--- src/rtl/pwm_gpio_regbank.sv ---
// pwm_gpio_regbank
//   Register bank for a GPIO block and NUM_PWM PWM channels, with a
//   one-cycle registered read port and a byte-strobed write port.
//   Optional feature: define PWM_GPIO_REGBANK_IRQ_EN to build the GPIO
//   rising-edge interrupt logic. Without it, IRQ_STATUS and IRQ_MASK read
//   as zero, ignore writes, and irq is tied low.
//
// Ports
//   clk, rst_n         clock, asynchronous active-low reset
//   write_*            write request: word address, data, byte enables
//   read_en/read_addr  read request
//   read_data/_valid/_err  registered read response
//   gpio_in/gpio_out   asynchronous input pins / driven output pins
//   pwm_boundary       per-channel period-end pulse from the PWM cores
//   pwm_en/_duty/_period   active channel enables and values (32 bits per channel)
//   irq                level interrupt, OR of (IRQ_STATUS & IRQ_MASK)
module pwm_gpio_regbank #(
  parameter int NUM_PWM    = 4,
  parameter int GPIO_WIDTH = 8,
  parameter int ADDR_WIDTH = 6
) (
  input  logic                    clk,
  input  logic                    rst_n,
  input  logic                    write_en,
  input  logic [ADDR_WIDTH-1:0]   write_addr,
  input  logic [31:0]             write_data,
  input  logic [3:0]              write_strb,
  input  logic                    read_en,
  input  logic [ADDR_WIDTH-1:0]   read_addr,
  output logic [31:0]             read_data,
  output logic                    read_valid,
  output logic                    read_err,
  input  logic [GPIO_WIDTH-1:0]   gpio_in,
  output logic [GPIO_WIDTH-1:0]   gpio_out,
  input  logic [NUM_PWM-1:0]      pwm_boundary,
  output logic [NUM_PWM-1:0]      pwm_en,
  output logic [32*NUM_PWM-1:0]   pwm_duty,
  output logic [32*NUM_PWM-1:0]   pwm_period,
  output logic                    irq
);

  localparam logic [ADDR_WIDTH-1:0] A_GPIO_OUT = ADDR_WIDTH'(0);
  localparam logic [ADDR_WIDTH-1:0] A_GPIO_IN  = ADDR_WIDTH'(1);
  localparam logic [ADDR_WIDTH-1:0] A_PWM_EN   = ADDR_WIDTH'(2);
  localparam logic [ADDR_WIDTH-1:0] A_IRQ_STAT = ADDR_WIDTH'(3);
  localparam logic [ADDR_WIDTH-1:0] A_IRQ_MASK = ADDR_WIDTH'(4);
  localparam logic [31:0]           PERIOD_RST = 32'd1000;

  // Expand the 4 byte enables into a 32-bit bit mask.
  function automatic logic [31:0] strb_mask(input logic [3:0] s);
    logic [31:0] m;
    for (int b = 0; b < 4; b++) m[8*b +: 8] = {8{s[b]}};
    return m;
  endfunction

  function automatic logic [31:0] merge(input logic [31:0] old_v, input logic [31:0] new_v,
                                        input logic [31:0] m);
    return (old_v & ~m) | (new_v & m);
  endfunction

  logic [31:0] wmask;
  assign wmask = strb_mask(write_strb);

  // GPIO output and PWM enable registers; unused upper bits are dropped
  // by the width cast and so always read back as 0.
  logic [GPIO_WIDTH-1:0] gpio_out_q, gpio_out_d;
  logic [NUM_PWM-1:0]    pwm_en_q, pwm_en_d;

  assign gpio_out_d = (write_en && write_addr == A_GPIO_OUT)
                    ? GPIO_WIDTH'(merge(32'(gpio_out_q), write_data, wmask)) : gpio_out_q;
  assign pwm_en_d   = (write_en && write_addr == A_PWM_EN)
                    ? NUM_PWM'(merge(32'(pwm_en_q), write_data, wmask)) : pwm_en_q;

  // Two-flop synchronizer for the asynchronous pins.
  logic [GPIO_WIDTH-1:0] gpio_meta_q, gpio_sync_q;

  always_ff @(posedge clk or negedge rst_n) begin
    if (!rst_n) begin
      gpio_out_q  <= '0;
      pwm_en_q    <= '0;
      gpio_meta_q <= '0;
      gpio_sync_q <= '0;
    end else begin
      gpio_out_q  <= gpio_out_d;
      pwm_en_q    <= pwm_en_d;
      gpio_meta_q <= gpio_in;
      gpio_sync_q <= gpio_meta_q;
    end
  end

  assign gpio_out = gpio_out_q;
  assign pwm_en   = pwm_en_q;

  logic [GPIO_WIDTH-1:0] irq_status_rd, irq_mask_rd;

`ifdef PWM_GPIO_REGBANK_IRQ_EN
  logic [GPIO_WIDTH-1:0] gpio_prev_q, irq_status_q, irq_status_d, irq_mask_q, irq_mask_d;
  logic                  irq_q;

  always_comb begin
    irq_status_d = irq_status_q;
    if (write_en && write_addr == A_IRQ_STAT)
      irq_status_d = irq_status_q & ~GPIO_WIDTH'(write_data & wmask);
    // A new edge wins over a simultaneous write-1-to-clear.
    irq_status_d = irq_status_d | (gpio_sync_q & ~gpio_prev_q);
  end

  assign irq_mask_d = (write_en && write_addr == A_IRQ_MASK)
                    ? GPIO_WIDTH'(merge(32'(irq_mask_q), write_data, wmask)) : irq_mask_q;

  always_ff @(posedge clk or negedge rst_n) begin
    if (!rst_n) begin
      gpio_prev_q  <= '0;
      irq_status_q <= '0;
      irq_mask_q   <= '0;
      irq_q        <= 1'b0;
    end else begin
      gpio_prev_q  <= gpio_sync_q;
      irq_status_q <= irq_status_d;
      irq_mask_q   <= irq_mask_d;
      irq_q        <= |(irq_status_q & irq_mask_q);
    end
  end

  assign irq_status_rd = irq_status_q;
  assign irq_mask_rd   = irq_mask_q;
  assign irq           = irq_q;
`else
  assign irq_status_rd = '0;
  assign irq_mask_rd   = '0;
  assign irq           = 1'b0;
`endif

  // Per-channel shadow and active registers.
  logic [32*NUM_PWM-1:0] duty_sh_all, per_sh_all;

  for (genvar gi = 0; gi < NUM_PWM; gi++) begin : g_ch
    localparam logic [ADDR_WIDTH-1:0] A_DUTY = ADDR_WIDTH'(8 + 2*gi);
    localparam logic [ADDR_WIDTH-1:0] A_PER  = ADDR_WIDTH'(9 + 2*gi);

    logic [31:0] duty_sh_q, duty_sh_d, per_sh_q, per_sh_d, duty_act_q, per_act_q;
    logic        load;

    // Enabled channels only take new values at a period boundary; disabled
    // channels track the shadow so software sees its write take effect.
    assign load = pwm_en_q[gi] ? pwm_boundary[gi] : 1'b1;

    assign duty_sh_d = (write_en && write_addr == A_DUTY)
                     ? merge(duty_sh_q, write_data, wmask) : duty_sh_q;
    assign per_sh_d  = (write_en && write_addr == A_PER)
                     ? merge(per_sh_q, write_data, wmask) : per_sh_q;

    always_ff @(posedge clk or negedge rst_n) begin
      if (!rst_n) begin
        duty_sh_q  <= '0;
        per_sh_q   <= PERIOD_RST;
        duty_act_q <= '0;
        per_act_q  <= PERIOD_RST;
      end else begin
        duty_sh_q <= duty_sh_d;
        per_sh_q  <= per_sh_d;
        // Loads the pre-write shadow when a write lands on the same edge.
        if (load) begin
          duty_act_q <= duty_sh_q;
          per_act_q  <= per_sh_q;
        end
      end
    end

    assign pwm_duty[32*gi +: 32]    = duty_act_q;
    assign pwm_period[32*gi +: 32]  = per_act_q;
    assign duty_sh_all[32*gi +: 32] = duty_sh_q;
    assign per_sh_all[32*gi +: 32]  = per_sh_q;
  end

  // Read mux samples current register values, so a same-cycle write to the
  // same address is not visible in this response.
  logic [31:0] rd_data_d;
  logic        rd_err_d;

  always_comb begin
    rd_data_d = 32'hDEAD_BEEF;
    rd_err_d  = 1'b1;
    case (read_addr)
      A_GPIO_OUT: begin rd_data_d = 32'(gpio_out_q);    rd_err_d = 1'b0; end
      A_GPIO_IN:  begin rd_data_d = 32'(gpio_sync_q);   rd_err_d = 1'b0; end
      A_PWM_EN:   begin rd_data_d = 32'(pwm_en_q);      rd_err_d = 1'b0; end
      A_IRQ_STAT: begin rd_data_d = 32'(irq_status_rd); rd_err_d = 1'b0; end
      A_IRQ_MASK: begin rd_data_d = 32'(irq_mask_rd);   rd_err_d = 1'b0; end
      default: begin
        for (int n = 0; n < NUM_PWM; n++) begin
          if (read_addr == ADDR_WIDTH'(8 + 2*n)) begin
            rd_data_d = duty_sh_all[32*n +: 32];
            rd_err_d  = 1'b0;
          end
          if (read_addr == ADDR_WIDTH'(9 + 2*n)) begin
            rd_data_d = per_sh_all[32*n +: 32];
            rd_err_d  = 1'b0;
          end
        end
      end
    endcase
  end

  logic [31:0] read_data_q;
  logic        read_valid_q, read_err_q;

  always_ff @(posedge clk or negedge rst_n) begin
    if (!rst_n) begin
      read_data_q  <= '0;
      read_valid_q <= 1'b0;
      read_err_q   <= 1'b0;
    end else begin
      read_valid_q <= read_en;
      if (read_en) begin
        read_data_q <= rd_data_d;
        read_err_q  <= rd_err_d;
      end
    end
  end

  assign read_data  = read_data_q;
  assign read_valid = read_valid_q;
  assign read_err   = read_err_q;

endmodule

--- config.mk ---
export PLATFORM = sky130hd
export DESIGN_NAME = pwm_gpio_regbank
export DESIGN_NICKNAME = d
export VERILOG_FILES = /design/src/rtl/pwm_gpio_regbank.sv
export SDC_FILE = /design/constraint.sdc
export NUM_CORES = 1
export LEC_CHECK = 0
export BUFFER_PORTS_ARGS = -buffer_cell sky130_fd_sc_hd__clkbuf_2
export CAP_MARGIN = 20
export CORE_MARGIN = 2
export CORE_UTILIZATION = 40
export CTS_CLUSTER_DIAMETER = 80
export DETAILED_ROUTE_END_ITERATION = 6
export PLACE_DENSITY = 0.73
export SETUP_SLACK_MARGIN = 0.5
export SYNTH_ARGS = -nofsm -noshare
export SYNTH_HDL_FRONTEND = slang
export SYNTH_SLANG_ARGS = --single-unit
--- constraint.sdc ---
create_clock -name clk -period 1.65 [get_ports clk]
set_input_delay 0.33 -clock clk [delete_from_list [all_inputs] [get_ports clk]]
set_output_delay 0.33 -clock clk [all_outputs]
set_load 0.01 [all_outputs]
---- Yosys cells after proc, flatten, opt, wreduce, memory -nomap -nowiden ----
Index checks and enable logic that the tools add are counted.
word-level totals
  word-level logic and storage cells ...... 102
  bits of input ports ..................... 64
  bits in registers ....................... 574
  output and inout bits ................... 303
cells by class
  bitwise gates (word level) .............. 22
  mux-type cells .......................... 22
  reduce and logical (&&, ||, !) cells .... 14
  equality and inequality tests ........... 21
operators with widths
  kind                                            count
  bitwise AND 32 bit                              9
  two-way mux 32 bit                              8
  OR 32 bit                                       8
  one-hot mux 32 bit (4 select lines)             1
  == test 6 x 4 -> 1 bit (second input constant)  16
  inverter 32 bit                                 1
  == test 6 x 2 -> 1 bit (second input constant)  3
  two-way mux 1 bit                               13
  logical NOT 6 bit                               2
  logical AND 1 bit                               10
  bitwise AND 8 bit                               1
  OR 8 bit                                        1
  == test 6 x 1 -> 1 bit (second input constant)  1
  == test 6 x 3 -> 1 bit (second input constant)  1
  OR reduction 5 bit                              1
  bitwise AND 4 bit                               1
  OR 4 bit                                        1
  OR reduction 2 bit                              1

---- Depth between registers and ports, before layout ----
Gate-level depths: netlist of the first run.
  word-level depth ........................ 10
  gate-level depth with buffers ........... 8
  depth with buffers taken out ............ 4

---- Worst setup path before layout of the first run ----
Ideal clock, no wire load.
  path type ............................... input port to flip-flop
  from .................................... input port write_addr[1]
  to ...................................... register (tool-made name)
  stages .................................. 5
  slack ................................... -0.240 ns
  arrival ................................. 1.763 ns
  cell sequence ........................... buf_2 > or4b_4 > nor3_4 > nand2_2 > mux2_1
RTL lines
  item         RTL line  RTL
  from (decl)  25        input logic [ADDR_WIDTH-1:0] write_addr,

---- Final worst setup path of the first run ----
  from .................................... register g_ch[2].per_act_q[8]
  to ...................................... output port pwm_period[72]
RTL lines
  item                    RTL line  RTL
  from (decl)             141       logic [31:0] duty_sh_q, duty_sh_d, per_sh_q, per_sh_d, duty_act_q, per_act_q;
  from (signal assigned)  165       per_act_q <= per_sh_q;
  to (decl)               38        output logic [32*NUM_PWM-1:0] pwm_period,
No word-level cell between the ends.

==> results of run 1 <==
[power by group]
group	internal [mW]	leakage, nW	switching [mW]
Clock	8.54	1.03	6.02
Sequential	15.3	7.54	1.10
Combinational	3.65	9.56	2.69
Total	27.5	18.1	9.81
[per-stage QoR]
step	instance area [µm²]	utilization [%]	TNS, ns	setup WS (ns)	power (mW)
finish	36300	61.7	-0.0672	-0.0213	37.3
global route	36300	61.7	-0.353	-0.0653	38.5
CTS	34700	59.1	-0.509	-0.0515	36.5
detailed placement	29300	49.9	-69.33	-0.476	21.0
global placement	29300	49.9	-62.92	-0.442	20.8
floorplan	25600	-	-7.02	-0.152	18.7
[final timing paths]
check	startpoint	to	slack, ns	cells past startpoint
min reg2reg	gpio_meta_q[6]$_DFF_PN0_	gpio_sync_q[6]$_DFF_PN0_	0.35	0
max reg2reg	register	g_ch[3].duty_act_q[1]$_DFFE_PN0P_	0.06	7
max in group asynchronous	rst_n	g_ch[3].per_act_q[21]$_DFFE_PN0P_	0.57	3
max	g_ch[2].per_act_q[8]$_DFFE_PN1P_	pwm_period[72]	-0.02	1
min in group asynchronous	rst_n	g_ch[3].duty_act_q[31]$_DFFE_PN0P_	0.21	2
min	write_data[8]	register	0.05	2
[kinds of logic after synthesis]
family	count (synthesis)
other	1
buffers and inverters	94
muxes	566
and+or+nand+nor	201
AOI/OAI and AO/OA	158
DFF	574
[placed cells by master (no fill, tap or decap), types with 8 or more instances in the layout]
cell,n
mux2i_1,12
buf_6,89
nand2_2,11
o211ai_1,15
or3_1,11
clkbuf_16,65
buf_16,30
o21ai_0,33
buf_12,59
diode_2,10
o221ai_2,16
nor2b_4,8
nor3_1,8
mux2_1,13
nor2_1,24
mux2_4,257
nand2_1,41
mux4_2,22
buf_2,19
dfrtp_1,519
clkinv_2,11
buf_8,16
buf_4,444
dlygate4sd3_1,9
mux2_2,261
o21ai_1,10
nand3_1,13
and3_1,27
clkbuf_8,35
dfstp_2,48
clkbuf_2,240
[routing by layer]
metal	up-vias	global-route usage [%]	part of all wire [%]
met5	-	0	0.014
met4	2	13.6	5.5
met3	299	8.32	8.4
met2	1056	46.7	48
met1	9749	35.7	38
li1	7719	-	-
[final cells by class]
| type | instances | area, µm² |
|---|---|---|
| Clock buffer | 82 | 1760 |
| Antenna cell | 10 | 25.0 |
| Timing Repair Buffer | 931 | 8350 |
| Multi-Input combinational cell | 926 | 10400 |
| Fill cell | 4157 | 22500 |
| Clock inverter | 27 | 349 |
| Tap cell | 773 | 967 |
| Inverter | 7 | 26.3 |
| Sequential cell | 574 | 14400 |
[timing repair]
item | CTS | global route
hold endpoints to repair | 112 | 0
endpoints found under the setup margin | 782 | 862
gates resized for setup | 141 | 214
hold buffers | 9 | 0
gates cloned | 23 | 3
buffers inserted | 235 | 114
pin swaps | 20 | 14
==> summary.txt, run 1 <==
Power
  – P per Cell Area: 1030 nW/µm²
  – Leak pwr: 18.1 nW
  – Worst vdd ir: 0.00130 V

Global route
  – First-pass GRT wire length: 130000 µm
  – Vias in the first global route: 19.4k
  – Largest net degree at the start of global routing: 80
  – Initial antenna violation count: 11
  – Remaining global-route overflow: 0
  – GRT Overall Usage: 28.8%

Detailed routing
  – Post-route ant nets: 0
  – Post-Route WL: 93300 µm
  – DR WL/cell: approximately 28 µm
  – Vias: 18.8k
  – Initial DRC Count: roughly 1.7k
  – Drt pass-1 iters: 6
  – DR vias/cell: 5.65
  – # DRC: 0

Placed design
  – Port bufs: 365
  – Post-DP HPWL: 57700 µm
  – Placed insts: 2827
  – RePlAce Congestion: 0.891

Yosys
  – Yosys top cell area share: 55.6%
  – Post-Synth Simple-Gate Area: 4.63%
  – Post-synthesis compound-gate area fraction: 4.98%
  – Most numerous cell in the Yosys netlist: dfrtp_1
  – Netlist cell types: 66
  – Post-synth EDFFs: 0
  – Synth cell count leaders: 526 x dfrtp_1, 516 x mux2_2, 65 x clkbuf_1
  – Mapped Cells: 1594
  – Register area share after synthesis: 60.9%
  – Largest family of logic cells by synthesized area: multiplexers
  – Yosys top cell by area: dfrtp_1
  – Top post-synthesis cells by area: dfrtp_1 56%, mux2_2 25%, dfstp_2 5.3%, mux4_2 2.1%, clkbuf_1 1.0%
  – Synth warnings: 0
  – Top FF cell, synth: dfrtp_1
  – Mapped Nets: 1658
  – Post-Synth Adder-Cell Area: 0%
  – Synthesized area per cell: 14.9 µm²
  – Synthesis-stage register bit count: 574
  – Synth Area in XOR/XNOR: 0%
  – Post-synth ARST share: between 90% and 100%
  – Synthesized cell area: 23700 µm²
  – Multiplexer share of the synthesized area: 27.9%

Run status
  – Status: finished, violations left
  – Violated checks: setup timing

STA
  – Max frequency: 0.598 GHz
  – Post-Route Skew: about 0.031 ns
  – Fin crit share: 101%
  – Hold WS: around 0.05 ns
  – Final Hold Viols: 0
  – RSZ-0062 raised after global routing: true
  – Worst-margin pin slew: 0.563 ns
  – Min Tclk post-route: 1.67 ns
  – Relative slew slack: between 60% and 70%
  – Slew Viols, Final: 0
  – # setup viols final: 6
  – Setup ws final: -0.0213 ns

Run
  – Max Cap Viol: 0

Finish
  – Fin cells: 3330
  – Syn-to-layout area delta: 53.2%
  – Ratio of cells with drive above 1 in the final layout: approximately two thirds
  – Layout Nets: 2564

CTS
  – Clk pin slew, worst setup/hold paths: 0.07 ns
  – H-tree depth: 2
  – CTS tree: yes
  – Root Buffer: clkbuf_16
  – Clk sinks: 574
  – CTS buffer count: 60
  – Clk buf depth: 3
  – Clk_lat worst skew: about 0.65 ns

Setup path
  – Critical Path Sink Type: primary output
  – Crit path max-delay cell type: dfstp_2
  – Arr. time, crit path: 1.34 ns
  – Critical Path Source Type: register
  – Buf+Inv Stages, Crit Path: 1
  – CP Max Fanout: 2
  – Largest delay share family, worst path: flip-flops
  – Worst setup path category: register to primary output
  – Slowest stage delay, CP: 0.58 ns
  – Worst Path Required: approximately 1.3 ns
  – Cell Chain, Critical Path: buf_6

Floorplan
  – Die area: 61200 µm²
  – CORE AREA: ~59000 µm²
  – # IOs: 367
  – DIE WIDTH: 247 µm
  – Die Y: around 250 µm
  – Initial core utilization: a little over 40%
  – Core Rows: 89

Min path
  – Hold Path Class: input pin to register
No activity file was read; power rests on OpenSTA's default activity.
==> inputs of run 2 (changes only) <==
--- a/config.mk
+++ b/config.mk
@@ -9,3 +9,3 @@
 export CAP_MARGIN = 20
-export CORE_MARGIN = 2
+export CORE_MARGIN = 10
 export CORE_UTILIZATION = 40
--- a/constraint.sdc
+++ b/constraint.sdc
@@ -3,2 +3,2 @@
 set_output_delay 0.33 -clock clk [all_outputs]
-set_load 0.01 [all_outputs]
+set_load 0.1 [all_outputs]
==> run 2 against run 1 <==
  * Utilization rose by 7.0 points
  * Setup slack got worse by 0.18 ns
  * Non-clock buffer count fell by 49
  * Final area rose by 11%
  * Clock power barely moved
  * The run still ends with setup timing left
  * Clock skew fell by 0.0033 ns
  * Largest power group unchanged
  * Worst hold slack improved by 0.022 ns
==> summary.txt, run 2 (synthesis gave the netlist of run 1 again) <==
Detailed routing
  – DR vias/cell: 5.88 (+3.9%)
  – DR WL/cell: 32.6 µm (+16%)
  – # DRC: 0 (unchanged)
  – Drt pass-1 iters: 6 (unchanged)
  – Post-Route WL: 107000 µm (+14%)
  – Post-route ant nets: 0 (unchanged)
  – Initial DRC Count: 2078 (+23%)
  – Vias: 19.2k (+2.2%)

STA
  – Post-Route Skew: 0.0278 ns (-0.00332 ns)
  – Final setup TNS: -1.72 ns (-1.65 ns)
  – Slew Viols, Final: 0 (unchanged)
  – Relative slew slack: 65.4% (+3.0 points)
  – Fin crit share: 112% (+11 points)
  – Min Tclk post-route: 1.85 ns (+0.177 ns)
  – RSZ-0062 raised after global routing: true
  – Final Hold Viols: 0 (unchanged)
  – Setup ws final: -0.198 ns (-0.177 ns)
  – # setup viols final: 30 (+24)
  – Max frequency: 0.541 GHz (-9.6%)
  – Worst-margin pin slew: 0.514 ns (-0.0494 ns)

Power
  – Overall power: 44.3 mW (+19%)
  – Leak pwr: 19.2 nW (+5.6%)
  – Share of power burned in registers: 38.0% (-6.0 points)
  – Cell internal pwr: 29.2 mW (+6.1%)
  – Clock share of power: 32.8% (-6.2 points)
  – Comb power frac: 29.3% (+12 points)
  – Switching pwr: 15.0 mW (+53%)
  – Worst vdd ir: 0.000931 V (-28%)
  – Sw frac: 34.0% (+7.7 points)
  – P per Cell Area: 1090 nW/µm² (+6.4%)

Min path
  – Hold Path Class: input pin to register
  – Hold Path Stages: 2 (unchanged)

Finish
  – Syn-to-layout area delta: 70.7%
  – Layout Nets: 2513 (-2.0%)
  – Ratio of cells with drive above 1 in the final layout: 68.3% (+1.2 points)
  – Commonest non-fill, non-tap cells in the layout: 482 x dfrtp_1, 402 x buf_4, 271 x mux2_4
  – Fill cells: 3533 (-15%)
  – Commonest non-fill, non-tap cell in the layout: dfrtp_1

Global route
  – First-pass GRT wire length: 138000 µm (+6.7%)
  – Initial antenna violation count: 12 (+1)
  – GRT Overall Usage: 26.4% (-2.5 points)
  – Vias in the first global route: 19.9k (+2.3%)
  – Remaining global-route overflow: 0 (unchanged)
  – Largest net degree at the start of global routing: 77 (-3.8%)

Placed design
  – Port bufs: 365 (unchanged)
  – RePlAce Congestion: 0.899 (+0.92%)
  – Post-DP HPWL: 60100 µm (+4.2%)

Setup path
  – Buf+Inv Stages, Crit Path: 1 (unchanged)
  – CP Max Fanout: 2 (unchanged)
  – Levels on crit path: 1 (unchanged)
  – Crit path max-delay cell type: dfstp_2
  – Critical Path Sink Type: primary output
  – Arr. time, crit path: 1.52 ns (+0.18 ns)
  – Worst setup path category: register to primary output
  – R2R depth: 4 (-3)
  – Worst Path Required: 1.32 ns (about the same)
  – Cell Chain, Critical Path: buf_12
  – Largest delay share family, worst path: flip-flops
  – Critical Path Source Type: register
  – Slowest stage delay, CP: 0.68 ns (+0.10 ns)

Run status
  – Violated checks: setup timing
  – Status: finished, violations left

Floorplan
  – Initial core utilization: 40.3% (unchanged)
  – Die Y: 263 µm (+6.5%)
  – Die area: 69300 µm² (+13%)
  – Core Rows: 89 (unchanged)
  – CORE AREA: 58800 µm² (unchanged)
  – # IOs: 367 (unchanged)
  – DIE WIDTH: 263 µm (+6.5%)

CTS
  – H-tree depth: 2 (unchanged)
  – CTS buffer count: 58 (-3.3%)
  – Clk buf depth: 3 (unchanged)
  – Root Buffer: clkbuf_16
  – CTS tree: yes
  – Clk pin slew, worst setup/hold paths: 0.07 ns (about the same)
  – Clk sinks: 574 (unchanged)
  – Clk_lat worst skew: 0.64 ns (about the same)

Run
  – Max Cap Viol: 0 (unchanged)
## run 2: final cells by class
class	count	area, µm²	share of cell area [%]
Inverter	7	26.3	0.0650
Clock inverter	27	374	0.925
Tap cell	773	967	2.39
Timing Repair Buffer	882	12400	30.6
Antenna cell	4	10.0	0.0248
Multi-Input combinational cell	926	10500	26.0
Clock buffer	81	1680	4.15
Sequential cell	574	14500	35.8
## run 2: final timing paths
kind / startpoint / endpoint / slack (ns)
min in group asynchronous: rst_n / async pin / 0.15
worst max register to register: register / read_data[9]$_DFFE_PN0P_ / -0.05
max in group asynchronous: rst_n / g_ch[3].duty_act_q[19]$_DFFE_PN0P_ / 0.69
worst max-delay path: g_ch[1].per_act_q[8]$_DFFE_PN1P_ / pwm_period[40] / -0.20
worst min-delay path: write_data[12] / register / 0.07
worst min register to register: gpio_meta_q[2]$_DFF_PN0_ / gpio_sync_q[2]$_DFF_PN0_ / 0.35
## run 2: repair_timing
action                                  CTS  global route
hold buffers                              9             0
endpoints found under the hold margin   300             0
gates resized for setup                 858           149
gates cloned                              0            23
pin swaps                                 2            32
setup buffers                           152           154
endpoints found under the setup margin  834           854
## run 2: power by group through the flow
| stage | Sequential (mW) | Combinational [mW] | Clock, mW |
|---|---|---|---|
| 4_1_cts | 16.6 | 11.9 | 14.3 |
| 2_1_floorplan | 21.0 | 2.29 | 0 |
| 5_1_grt | 16.9 | 13.3 | 15.1 |
| 6_report | 16.8 | 13.0 | 14.5 |
| 3_3_place_gp | 16.6 | 9.27 | 0 |
| 3_5_place_dp | 16.6 | 9.38 | 0 |
## run 2: metrics by stage
stage / hold slack, ns / std cells / setup WS (ns) / utilization [%] / instance area [µm²]
finish: 0.0718 / 3274 / -0.198 / 68.8 / 40400
global route: 0.0693 / 3274 / -0.219 / 68.8 / 40400
CTS: 0.0471 / 3093 / -0.114 / 64.7 / 38100
detailed placement: 0.200 / 2824 / -0.508 / 51.3 / 30200
global placement: 0.198 / 2824 / -0.475 / 51.3 / 30200
floorplan: 0.0344 / 1594 / -0.152 / - / 25800
## run 2: layer usage
| layer | part of all wire, % | track usage (%) | routed length, µm |
|---|---|---|---|
| met1 | 35 | 31.1 | 37600 |
| met2 | 49 | 44.5 | 51900 |
| met3 | 10 | 7.35 | 10800 |
| met4 | 5.9 | 11.1 | 6350 |
| met5 | 0.098 | 0 | 105 |
==> inputs of run 3 (changes only) <==
Settings changed: MAX_ROUTING_LAYER set to met4, SKIP_LAST_GASP set to 1, SLEW_MARGIN set to 10.
==> run 3 against run 2 <==
  * The flow still finishes with violations (setup timing)
  * Clock skew increased by 0.00082 ns
  * Cell count increased by 1.7%
  * Global-route usage increased by 1.3 points
  * Final area increased by 1.8%
  * Utilization increased by 1.2 points
  * Worst hold slack got worse by 0.015 ns
  * Via count increased by 0.74%
  * Setup slack improved by 0.091 ns
  * Count of clock-buffer cells in the layout increased by 6
  * Die area unchanged
  * Register-to-register slack about the same
  * Critical path type unchanged
  * Largest cell class unchanged
  * Largest power group unchanged
==> summary.txt, run 3 (synthesis gave the netlist of run 1 again) <==
STA
  – Post-Route Skew: 0.0287 ns (+0.000820 ns)
  – Fin crit share: 106% (-5.5 points)
  – Final Hold Viols: 0 (unchanged)
  – Slew Viols, Final: 0 (unchanged)
  – Max frequency: 0.569 GHz (+5.2%)
  – RSZ-0062 raised after global routing: true
  – Min Tclk post-route: 1.76 ns (-0.0912 ns)
  – # setup viols final: 51 (+70%)
  – Setup ws final: -0.107 ns (+0.0912 ns)
  – Hold WS: 0.0563 ns (-0.0155 ns)

CTS
  – Clk_lat worst skew: 0.64 ns (about the same)
  – H-tree depth: 2 (unchanged)
  – Root Buffer: clkbuf_16
  – Clk buf depth: 3 (unchanged)
  – Clk sinks: 574 (unchanged)
  – Clk pin slew, worst setup/hold paths: 0.06 ns (about the same)
  – CTS buffer count: 61 (+5.2%)
  – CTS tree: yes

Setup path
  – Largest delay share family, worst path: flip-flops
  – Critical Path Sink Type: primary output
  – Cell Chain, Critical Path: buf_12
  – Crit path max-delay cell type: dfstp_2
  – Worst Path Required: 1.32 ns (about the same)
  – Arr. time, crit path: 1.43 ns (-0.09 ns)
  – Buf+Inv Stages, Crit Path: 1 (unchanged)
  – Slowest stage delay, CP: 0.61 ns (-0.07 ns)
  – Worst setup path category: register to primary output
  – CP Max Fanout: 2 (unchanged)
  – Critical Path Source Type: register

Detailed routing
  – DR vias/cell: 5.82 (-0.98%)
  – # DRC: 0 (unchanged)
  – Post-Route WL: 107000 µm (+0.48%)
  – Vias: 19.4k (+0.74%)
  – Initial DRC Count: 2019 (-2.8%)
  – DR WL/cell: 32.2 µm (-1.2%)
  – Drt pass-1 iters: 6 (unchanged)
  – Post-route ant nets: 0 (unchanged)

Global route
  – Vias in the first global route: 20.0k (+0.88%)
  – Initial antenna violation count: 13 (+1)
  – Remaining global-route overflow: 0 (unchanged)
  – First-pass GRT wire length: 141000 µm (+1.9%)
  – GRT Overall Usage: 27.7% (+1.3 points)
  – Largest net degree at the start of global routing: 87 (+13%)

Finish
  – Layout Nets: 2557 (+1.8%)
  – Ratio of cells with drive above 1 in the final layout: 68.7% (+0.41 points)
  – Commonest non-fill, non-tap cell in the layout: dfrtp_1
  – Core Util, Final: 70.0% (+1.2 points)
  – Syn-to-layout area delta: 73.7%
  – Fin cells: 3331 (+1.7%)
  – Commonest non-fill, non-tap cells in the layout: 483 x dfrtp_1, 418 x buf_4, 275 x mux2_4

Power
  – Leak pwr: 19.5 nW (+1.9%)
  – Overall power: 44.9 mW (+1.5%)
  – Worst vdd ir: 0.000992 V (+6.6%)
  – P per Cell Area: 1090 nW/µm² (-0.26%)

Min path
  – Hold Path Class: input pin to register

Floorplan
  – Initial core utilization: 40.3% (unchanged)
  – DIE WIDTH: 263 µm (unchanged)
  – CORE AREA: 58800 µm² (unchanged)
  – Core Rows: 89 (unchanged)
  – Die Y: 263 µm (unchanged)
  – Die area: 69300 µm² (unchanged)
  – # IOs: 367 (unchanged)

Placed design
  – Port bufs: 365 (unchanged)
  – Post-DP HPWL: 60000 µm (-0.14%)
  – RePlAce Congestion: 0.882 (-1.9%)
  – Placed insts: 2826 (+0.071%)

Run status
  – Violated checks: setup timing
  – Status: finished, violations left

Run
  – Max Cap Viol: 0 (unchanged)
[run 3: cell types whose count changed in the layout (fill, tap and decap cells not counted), moves of 4 or more]
| cell | change |
|---|---|
| buf_4 | +16 |
| buf_12 | +8 |
| buf_8 | +10 |
| nand2_1 | -4 |
| mux2_2 | -5 |
| buf_16 | +6 |
| diode_2 | +8 |
| mux2_4 | +4 |
| buf_6 | +5 |
[run 3: stage by stage]
step	worst slack, ns	TNS [ns]	area (µm²)
floorplan	-0.152	-6.84	25800
global placement	-0.490	-76.24	30200
detailed placement	-0.532	-84.61	30200
CTS	-0.121	-2.43	38800
global route	-0.122	-4.52	41100
finish	-0.107	-2.02	41100
[run 3: area by class of cell]
cell class | count | area [µm²]
fill | 3446 | 17700
sequential | 574 | 14500
timing repair buffer | 923 | 12900
multi-input combinational | 926 | 10600
clock buffer | 87 | 1750
tap | 773 | 967
clock inverter | 29 | 408
antenna | 12 | 30.0
inverter | 7 | 26.3
[run 3: layer usage]
metal  global-route usage [%]  up-vias  share of wire (%)
li1                         -     7708                  -
met1                     32.4    10100                 36
met2                     45.6     1199                 49
met3                     5.74      418                8.5
met4                     12.5        0                6.3
met5                        -        -                  0
[run 3: where the power goes]
part	internal (mW)	total [mW]	switching [mW]	leakage, nW
combinational	5.60	13.2	7.56	11.0
sequential	15.4	16.8	1.42	7.49
clock	8.70	15.0	6.27	1.05
[run 3: worst paths after layout]
| check | start | endpoint | slack, ns | cells after the start |
|---|---|---|---|---|
| worst max-delay path | g_ch[1].per_act_q[8]$_DFFE_PN1P_ | pwm_period[40] | -0.11 | 1 |
| worst min-delay path | write_data[17] | register | 0.06 | 2 |
| worst max register to register | register | g_ch[1].duty_act_q[30]$_DFFE_PN0P_ | -0.06 | 6 |
| worst min register to register | gpio_meta_q[4]$_DFF_PN0_ | gpio_sync_q[4]$_DFF_PN0_ | 0.34 | 0 |
| max in group asynchronous | rst_n | g_ch[0].duty_act_q[22]$_DFFE_PN0P_ | 0.65 | 4 |
| min in group asynchronous | rst_n | async pin | 0.11 | 2 |
[run 3: timing repair]
action                                 CTS  global route
gates resized for setup                879           170
cloned                                   6            20
hold buffers                             9             0
endpoints found under the hold margin  396             0
setup endpoints to repair              820           858
pin swaps                               12            23
buffers inserted                       200           142
